## src/rtl/alu_pkg.sv

```systemverilog
`default_nettype none
// ============================================================================
// Package     : alu_pkg
// Description : Shared definitions for the MIPS32 multiply/divide unit:
//               op encodings, control FSM states, counter sizing and the
//               conditional two's-complement negate helper.
// Revision    : 1.0 - initial release
// ============================================================================
package alu_pkg;

  // MULT/MULTU/DIV/DIVU encodings; op[0]==0 selects the signed flavour
  localparam logic [1:0] OP_MULT  = 2'b00;
  localparam logic [1:0] OP_MULTU = 2'b01;
  localparam logic [1:0] OP_DIV   = 2'b10;
  localparam logic [1:0] OP_DIVU  = 2'b11;

  // Control FSM states
  typedef enum logic [1:0] {
    IDLE = 2'd0,
    CALC = 2'd1,
    FIX  = 2'd2
  } state_t;

  // Widest operand the negate helper handles; products need twice that
  localparam int MAX_WIDTH = 64;
  localparam int NEG_W     = 2 * MAX_WIDTH;

  // Iteration counter width: enough bits to count 0..width-1
  function automatic int cnt_width(input int width);
    return (width <= 2) ? 1 : $clog2(width);
  endfunction

  // Counter width for the default 32-bit datapath
  localparam int CNT_W = cnt_width(32);

  // Negate x when neg is set. Callers zero-extend narrower values into the
  // NEG_W-bit argument and truncate the result; the low bits of a wide
  // two's-complement negate equal the narrow negate, so this is exact.
  function automatic logic [NEG_W-1:0] cond_neg(input logic [NEG_W-1:0] x,
                                                 input logic             neg);
    return neg ? (~x + NEG_W'(1)) : x;
  endfunction

endpackage
`default_nettype wire

```

## src/rtl/mul_div_unit.sv

```systemverilog
`default_nettype none
// ============================================================================
// Module      : mul_div_unit
// Description : Iterative multiply/divide unit with HI/LO registers.
//               Shift-add multiply and restoring divide, one bit per cycle,
//               operating on magnitudes with a final sign-fix cycle.
// Revision    : 1.0 - initial release
// ============================================================================
module mul_div_unit
  import alu_pkg::*;
#(
  parameter int WIDTH = 32
) (
  input  logic             clk,
  input  logic             rst,
  input  logic             start,
  input  logic [1:0]       op,
  input  logic [WIDTH-1:0] a,
  input  logic [WIDTH-1:0] b,
  input  logic             hi_we,
  input  logic             lo_we,
  input  logic [WIDTH-1:0] wdata,
  output logic             busy,
  output logic             done,
  output logic             div_by_zero,
  output logic [WIDTH-1:0] hi,
  output logic [WIDTH-1:0] lo
);

  localparam int               c_cnt_w    = cnt_width(WIDTH);
  localparam logic [c_cnt_w-1:0] c_cnt_last = c_cnt_w'(WIDTH - 1);

  // --------------------------------------------------------------------------
  // Registers
  // --------------------------------------------------------------------------
  state_t                 r_state;
  logic [c_cnt_w-1:0]     r_cnt;
  logic [2*WIDTH-1:0]     r_acc;      // mult: {partial, multiplier}; div: {rem, dividend/quotient}
  logic [WIDTH-1:0]       r_b_mag;    // addend (mult) or divisor (div) magnitude
  logic                   r_is_div;
  logic                   r_neg_res;  // product/quotient must be negated at FIX
  logic                   r_sign_a;   // remainder follows the dividend sign
  logic                   r_b_zero;
  logic                   r_busy;
  logic                   r_done;
  logic                   r_dbz;
  logic [WIDTH-1:0]       r_hi;
  logic [WIDTH-1:0]       r_lo;

  // --------------------------------------------------------------------------
  // Combinational signals
  // --------------------------------------------------------------------------
  state_t                 w_state_nxt;
  logic                   w_launch;
  logic                   w_step;
  logic                   w_finish;
  logic                   w_mt_ok;

  logic                   w_a_sign;
  logic                   w_b_sign;
  logic [WIDTH-1:0]       w_a_mag;
  logic [WIDTH-1:0]       w_b_mag;

  logic [WIDTH:0]         w_sum;
  logic [2*WIDTH-1:0]     w_mul_nxt;
  logic [WIDTH:0]         w_shift;
  logic [WIDTH+1:0]       w_diff;
  logic                   w_borrow;
  logic [WIDTH-1:0]       w_rem_nxt;
  logic [2*WIDTH-1:0]     w_div_nxt;

  logic [2*WIDTH-1:0]     w_prod;
  logic [WIDTH-1:0]       w_quo;
  logic [WIDTH-1:0]       w_rem;
  logic                   w_unused;

  // --------------------------------------------------------------------------
  // FSM
  // --------------------------------------------------------------------------

  // State register
  always_ff @(posedge clk or posedge rst) begin
    if (rst) begin
      r_state <= IDLE;
    end else begin
      r_state <= w_state_nxt;
    end
  end

  // Next-state: launch on start, leave CALC after the last bit, FIX is one cycle
  always_comb begin
    w_state_nxt = r_state;
    case (r_state)
      IDLE:    if (start) w_state_nxt = CALC;
      CALC:    if (r_cnt == c_cnt_last) w_state_nxt = FIX;
      FIX:     w_state_nxt = IDLE;
      default: w_state_nxt = IDLE;
    endcase
  end

  // Control strobes decoded from the current state
  always_comb begin
    w_launch = 1'b0;
    w_step   = 1'b0;
    w_finish = 1'b0;
    w_mt_ok  = 1'b0;
    case (r_state)
      IDLE: begin
        w_launch = start;
        w_mt_ok  = 1'b1;
      end
      CALC:    w_step   = 1'b1;
      FIX:     w_finish = 1'b1;
      default: ;
    endcase
  end

  // --------------------------------------------------------------------------
  // Datapath
  // --------------------------------------------------------------------------

  // Operand magnitudes; sign bits count only for the signed ops
  always_comb begin
    w_a_sign = ~op[0] & a[WIDTH-1];
    w_b_sign = ~op[0] & b[WIDTH-1];
    w_a_mag  = WIDTH'(cond_neg(NEG_W'(a), w_a_sign));
    w_b_mag  = WIDTH'(cond_neg(NEG_W'(b), w_b_sign));
  end

  // One multiply bit: add the addend into the upper half if the multiplier
  // LSB is set, then shift the whole accumulator right (carry enters the MSB)
  always_comb begin
    w_sum     = {1'b0, r_acc[2*WIDTH-1:WIDTH]} +
                (r_acc[0] ? {1'b0, r_b_mag} : {(WIDTH+1){1'b0}});
    w_mul_nxt = {w_sum, r_acc[WIDTH-1:1]};
  end

  // One restoring-divide bit: shift the next dividend bit into the remainder,
  // keep the difference if it did not borrow, and record the quotient bit
  always_comb begin
    w_shift   = {r_acc[2*WIDTH-1:WIDTH], r_acc[WIDTH-1]};
    w_diff    = {1'b0, w_shift} - {2'b00, r_b_mag};
    w_borrow  = w_diff[WIDTH+1];
    w_rem_nxt = w_borrow ? w_shift[WIDTH-1:0] : w_diff[WIDTH-1:0];
    w_div_nxt = {w_rem_nxt, r_acc[WIDTH-2:0], ~w_borrow};
  end

  // When no borrow occurs the difference is below the divisor, so bit WIDTH
  // of w_diff is always zero and never needed
  assign w_unused = &{1'b0, w_diff[WIDTH]};

  // Sign-corrected results applied at FIX
  always_comb begin
    w_prod = (2*WIDTH)'(cond_neg(NEG_W'(r_acc), r_neg_res));
    w_quo  = WIDTH'(cond_neg(NEG_W'(r_acc[WIDTH-1:0]), r_neg_res));
    w_rem  = WIDTH'(cond_neg(NEG_W'(r_acc[2*WIDTH-1:WIDTH]), r_sign_a));
  end

  // Operand latch at launch and one iteration per CALC cycle
  always_ff @(posedge clk or posedge rst) begin
    if (rst) begin
      r_cnt     <= '0;
      r_acc     <= '0;
      r_b_mag   <= '0;
      r_is_div  <= 1'b0;
      r_neg_res <= 1'b0;
      r_sign_a  <= 1'b0;
      r_b_zero  <= 1'b0;
    end else if (w_launch) begin
      r_cnt     <= '0;
      r_acc     <= {{WIDTH{1'b0}}, w_a_mag};
      r_b_mag   <= w_b_mag;
      r_is_div  <= op[1];
      r_neg_res <= w_a_sign ^ w_b_sign;
      r_sign_a  <= w_a_sign;
      r_b_zero  <= (b == '0);
    end else if (w_step) begin
      r_cnt     <= r_cnt + c_cnt_w'(1);
      r_acc     <= r_is_div ? w_div_nxt : w_mul_nxt;
    end
  end

  // HI/LO: operation result at FIX, otherwise MTHI/MTLO while idle.
  // A zero divisor naturally leaves |a| as remainder, which the sign fix
  // turns back into a; only the quotient needs forcing to all ones.
  always_ff @(posedge clk or posedge rst) begin
    if (rst) begin
      r_hi <= '0;
      r_lo <= '0;
    end else if (w_finish) begin
      if (r_is_div) begin
        r_hi <= w_rem;
        r_lo <= r_b_zero ? {WIDTH{1'b1}} : w_quo;
      end else begin
        r_hi <= w_prod[2*WIDTH-1:WIDTH];
        r_lo <= w_prod[WIDTH-1:0];
      end
    end else if (w_mt_ok) begin
      if (hi_we) r_hi <= wdata;
      if (lo_we) r_lo <= wdata;
    end
  end

  // Registered status: busy spans launch..FIX, done/div_by_zero pulse after FIX
  always_ff @(posedge clk or posedge rst) begin
    if (rst) begin
      r_busy <= 1'b0;
      r_done <= 1'b0;
      r_dbz  <= 1'b0;
    end else begin
      if (w_launch) begin
        r_busy <= 1'b1;
      end else if (w_finish) begin
        r_busy <= 1'b0;
      end
      r_done <= w_finish;
      r_dbz  <= w_finish & r_is_div & r_b_zero;
    end
  end

  assign busy        = r_busy;
  assign done        = r_done;
  assign div_by_zero = r_dbz;
  assign hi          = r_hi;
  assign lo          = r_lo;

endmodule
`default_nettype wire

```

## config.mk

```make
export PLATFORM = sky130hd
export DESIGN_NAME = mul_div_unit
export DESIGN_NICKNAME = d
export VERILOG_FILES = /design/src/rtl/alu_pkg.sv /design/src/rtl/mul_div_unit.sv
export SDC_FILE = /design/constraint.sdc
export NUM_CORES = 1
export LEC_CHECK = 0
export BUFFER_PORTS_ARGS = -buffer_cell sky130_fd_sc_hd__buf_2
export CAP_MARGIN = 20
export CORE_MARGIN = 2
export CORE_UTILIZATION = 54
export CTS_CLUSTER_DIAMETER = 100
export DETAILED_ROUTE_END_ITERATION = 10
export PLACE_DENSITY = 0.84
export SETUP_SLACK_MARGIN = 0.2
export SYNTH_ARGS = -nofsm -noshare
export SYNTH_HDL_FRONTEND = slang
export SYNTH_SLANG_ARGS = --single-unit
```

## constraint.sdc

```tcl
create_clock -name clk -period 5.7 [get_ports clk]
set_clock_uncertainty 0.15 [all_clocks]
set_input_delay 0.57 -clock clk [delete_from_list [all_inputs] [get_ports clk]]
set_output_delay 0.57 -clock clk [all_outputs]
set_load 0.03 [all_outputs]
```

==> metrics list <==
* Crit path setup slack, layout: about 1.3 ns
- The initial utilization of the core area, before any placement, comes to between 50 and 60%.
- STA classifies the critical path endpoint as a flip-flop.
- The final number of max-transition violations is 0.
* Global routing usage summed across all routing layers: 33.1%
- Required time reported for the critical path endpoint: between 5 and 6 ns
* Maximum buffer depth of the clock tree: 2
- The initial antenna violation count is 0.
- Counting the buffers created by CTS gives 17.
- Ratio of routed vias to standard cells: ~6.4
* Sum of overflow across all layers after global routing: 0
- Horiz. Die Dim: 165 um
- The flow ran to the end, and the final reports show no timing, DRC or antenna violations.
- Type of the most critical hold path: input port to asynchronous set/reset pin
- The first detailed-routing pass ran for 6 iterations.
* Total of fill cells in the finished design: around 2200
* Layout Area Growth over Synthesis: 11.9%
- Diodes inserted: 0
- The tool flagged a number of max-cap violations equal to 0.
- The number of hold buffers added after CTS was 0.
* Worst hold slack: ~0.0053 ns
- The floorplan step set the die height to about 170 um.
- Buf/Inv on CP: 2
- Largest net degree at the start of global routing: 70
- In the synthesized netlist the async set-or-reset flop fraction comes to 100%.
- Combined area of the multi-input logic cells: ~0.0090 mm^2
- Fraction of final layout cells sized beyond drive strength 1: 12.8%
- The final layout contains routed wiring with a total length of 44600 um.
* Most used flip-flop cell after synthesis: sky130_fd_sc_hd__dfrtp_1
* Number of flops mapped to enable cells by yosys: 0
- Crit-path slowest cell: sky130_fd_sc_hd__o21ai_0
- In the routed design, unresolved DRC markers number 0.
- Yosys printed 0 warnings.
* Place WS: 1.46 ns
* Port bufs: roughly 170
- After synthesis, the mean cell area works out to ~7.9 um^2.
- Final period utilization: between 70% and 80%
- In the layout the commonest cells are 204 x sky130_fd_sc_hd__nand2_1, 192 x sky130_fd_sc_hd__o21ai_0, 182 x sky130_fd_sc_hd__a21oi_1.
- After floorplanning, the core was divided into just under 60 placement rows.
- For the pin with the worst max-slew slack, the measured transition is roughly 1.1 ns.
* Maximum vdd ir drop: around 340 uV
- After synthesis, the netlist uses between 60 and 70 different library cells.
- The floorplan step defined a die boundary enclosing roughly 0.027 mm^2.
- The later pin in the worst-skew pair is clocked with a latency of approximately 0.45 ns.
- In this run the cell area measured after placement is 0.0150 mm^2.
- The first global-routing pass estimated ~70000 um of wire.
- Placer congestion estimate: about 1
- Worst Path Max Fanout: 17
- H-tree Lvls: 4
- Sequential share of the synthesized area: 31.1%
* Post-synthesis instance area: approximately 0.014 mm^2
* Post-CTS Setup Bufs: 0
- Number of violations reported at the end of detailed-routing iteration 0: about 1800
- Most common cell on crit path: sky130_fd_sc_hd__o21ai_0
* Design Area, Final: between 0.015 and 0.02 mm^2
- On the worst path, the slowest cell contributes a delay of 0.75 ns.
* Number of hold violations in the final report: 0
- Clock-pin slew was measured on the worst setup and hold paths at around 0.08 ns.
* Unrepaired setup endpoints after global routing: no
- For this design the static power due to leakage is between 6 and 7 nW.
* IO Count: 170
* Routed vias: approximately 14000
- Gate count of the mapped netlist: between 1500 and 2000
- Registers take 0.00436 mm^2.
- Fraction of post-synthesis cell area in the top cell type by area: between 30% and 40%
* Cells resized by post-CTS repair: 0
- Drt wl/cell: 20.0 um
- Power Total: about 0.011 W
- Clock root cell: sky130_fd_sc_hd__clkbuf_16
* Total Nets Final: 2063
- Category of cells accounting for the largest share of critical-path delay: compound AO/OA/AOI/OAI gates
* CTS tree: done
- Final number of setup-violating endpoints: 0
- Clock period minus worst slack: ~4.4 ns
- Dividing total power by cell area gives a power density of ~700 mW/mm^2.
* Number of nets with antenna violations after routing: 0
- The core region is between 0.02 and 0.03 mm^2.
- Post-synth top area cell: sky130_fd_sc_hd__dfrtp_1
* Cell chain of the critical path: inv_1, buf_4, nor2_1, ha_1, a211oi_1, o21ai_0, nand3_1, a21oi_1, o21ai_0, o21ai_0, o21a_1, o21a_1, o31ai_1
- Yosys attributes the largest share of cell area to sky130_fd_sc_hd__dfrtp_1 31%, sky130_fd_sc_hd__o21ai_0 6.9%, sky130_fd_sc_hd__a21oi_1 6.5%.
- Worst path arrival time: 4.65 ns
* Final HPWL DP: about 34000 um
- Achievable clock frequency: approximately 0.23 GHz
- Critical Path Start Type: flip-flop
- The library cell used most frequently in the layout, excluding fill and tap cells, is sky130_fd_sc_hd__nand2_1.
* Sink count of the clock tree: around 170
- Number of global-route vias before repair: ~13000
- In this run the tightest slew margin relative to its limit is between 20% and 30%.
- Setup Crit Path Kind: flip-flop to flip-flop
* Post-synthesis register bit count: between 150 and 200
* Accumulated negative setup slack: 0 ns
- The number of nets in the synthesized netlist is slightly below 2000.
## worst reg2reg max path, cell delays in order, from the launching register on
cell and delay (ns):
sky130_fd_sc_hd__dfrtp_1 0.44, sky130_fd_sc_hd__inv_1 0.50, sky130_fd_sc_hd__buf_4 0.37, sky130_fd_sc_hd__nor2_1 0.09, sky130_fd_sc_hd__ha_1 0.24, sky130_fd_sc_hd__a211oi_1 0.32, sky130_fd_sc_hd__o21ai_0 0.28, sky130_fd_sc_hd__nand3_1 0.19
sky130_fd_sc_hd__a21oi_1 0.13, sky130_fd_sc_hd__o21ai_0 0.75, sky130_fd_sc_hd__o21ai_0 0.29, sky130_fd_sc_hd__o21a_1 0.24, sky130_fd_sc_hd__o21a_1 0.17, sky130_fd_sc_hd__o31ai_1 0.19
## stage by stage
stage	util, %	cells
floorplan	-	1777
global placement	59.4	2196
detailed placement	59.4	2196
CTS	61.7	2228
global route	61.9	2231
finish	61.9	2231
## worst paths after layout
path | slack, ns | to | cells after the start | from
worst max-delay path | 1.26 | r_acc[60] | 13 | r_acc[0]
worst max register to register | 1.26 | r_acc[60] | 13 | r_acc[0]
worst min-delay path | 0.005 | r_cnt[4] | 2 | rst
min in group clk | 0.18 | r_is_div | 3 | op[1]
worst min register to register | 0.33 | r_b_mag[15] | 2 | r_b_mag[15]
max in group asynchronous | 4.14 | lo[0] | 3 | rst
## area by class of cell
type / count / area share [%]
clock buffer: 18 / 2.74
clock inverter: 14 / 0.966
inverter: 70 / 1.71
multi-input combinational: 1439 / 57.7
sequential: 174 / 27.8
tap: 330 / 2.63
timing repair buffer: 186 / 6.42
## state kept, by name, indices dropped and copies added (netlist names)
name         cells
r_acc           64
hi              32
lo              32
r_b_mag         32
r_cnt            5
r_state          2
busy             1
div_by_zero      1
done             1
r_b_zero         1
r_is_div         1
r_neg_res        1
r_sign_a         1
## metal layers
layer | vias to the layer above | track usage (%) | share of wire [%]
met5 | - | 0 | 0
met4 | 0 | 16.2 | 5.1
met3 | 154 | 5.98 | 9.4
met2 | 867 | 53.7 | 45
met1 | 6642 | 42.5 | 40
li1 | 6602 | - | -
## synth_stat cells (all sizes together), types with 4 or more instances
cell	count
or2	6
nor4	19
a211oi	11
o21a	11
a31oi	23
a21oi	183
mux2i	49
and2	11
a21boi	4
o41ai	15
dfrtp	174
nor2b	12
a22oi	11
nand2	205
a311oi	4
nand3b	4
clkbuf	81
or4	16
xor2	82
o22a	25
o31ai	26
o21bai	6
buf	13
o221ai	5
ha	70
nand3	19
nor2	163
o211ai	14
nor3	29
a21o	20
nand2b	22
o22ai	5
and3	17
or3	28
nand4	5
o21ai	197
inv	70
xnor2	78
## power by group
| part | switching (W) | internal (W) | total, W |
|---|---|---|---|
| Clock | 0.000593 | 0.000583 | 0.00118 |
| Combinational | 0.00427 | 0.00276 | 0.00703 |
| Sequential | 0.000868 | 0.00184 | 0.00271 |
| Total | 0.00573 | 0.00518 | 0.0109 |
## logic make-up after synthesis
family | Yosys count | share of synthesized area (%)
AND/OR/NAND/NOR | 561 | 18.5
adder cells (fa/ha/maj) | 72 | 6.54
buffers and inverters | 164 | 4.42
AO/OA/AOI/OAI | 595 | 25.7
XOR/XNOR | 160 | 10.0
flip-flops | 174 | 31.1
multiplexers | 51 | 3.66
No activity file was read; power rests on OpenSTA's default activity.
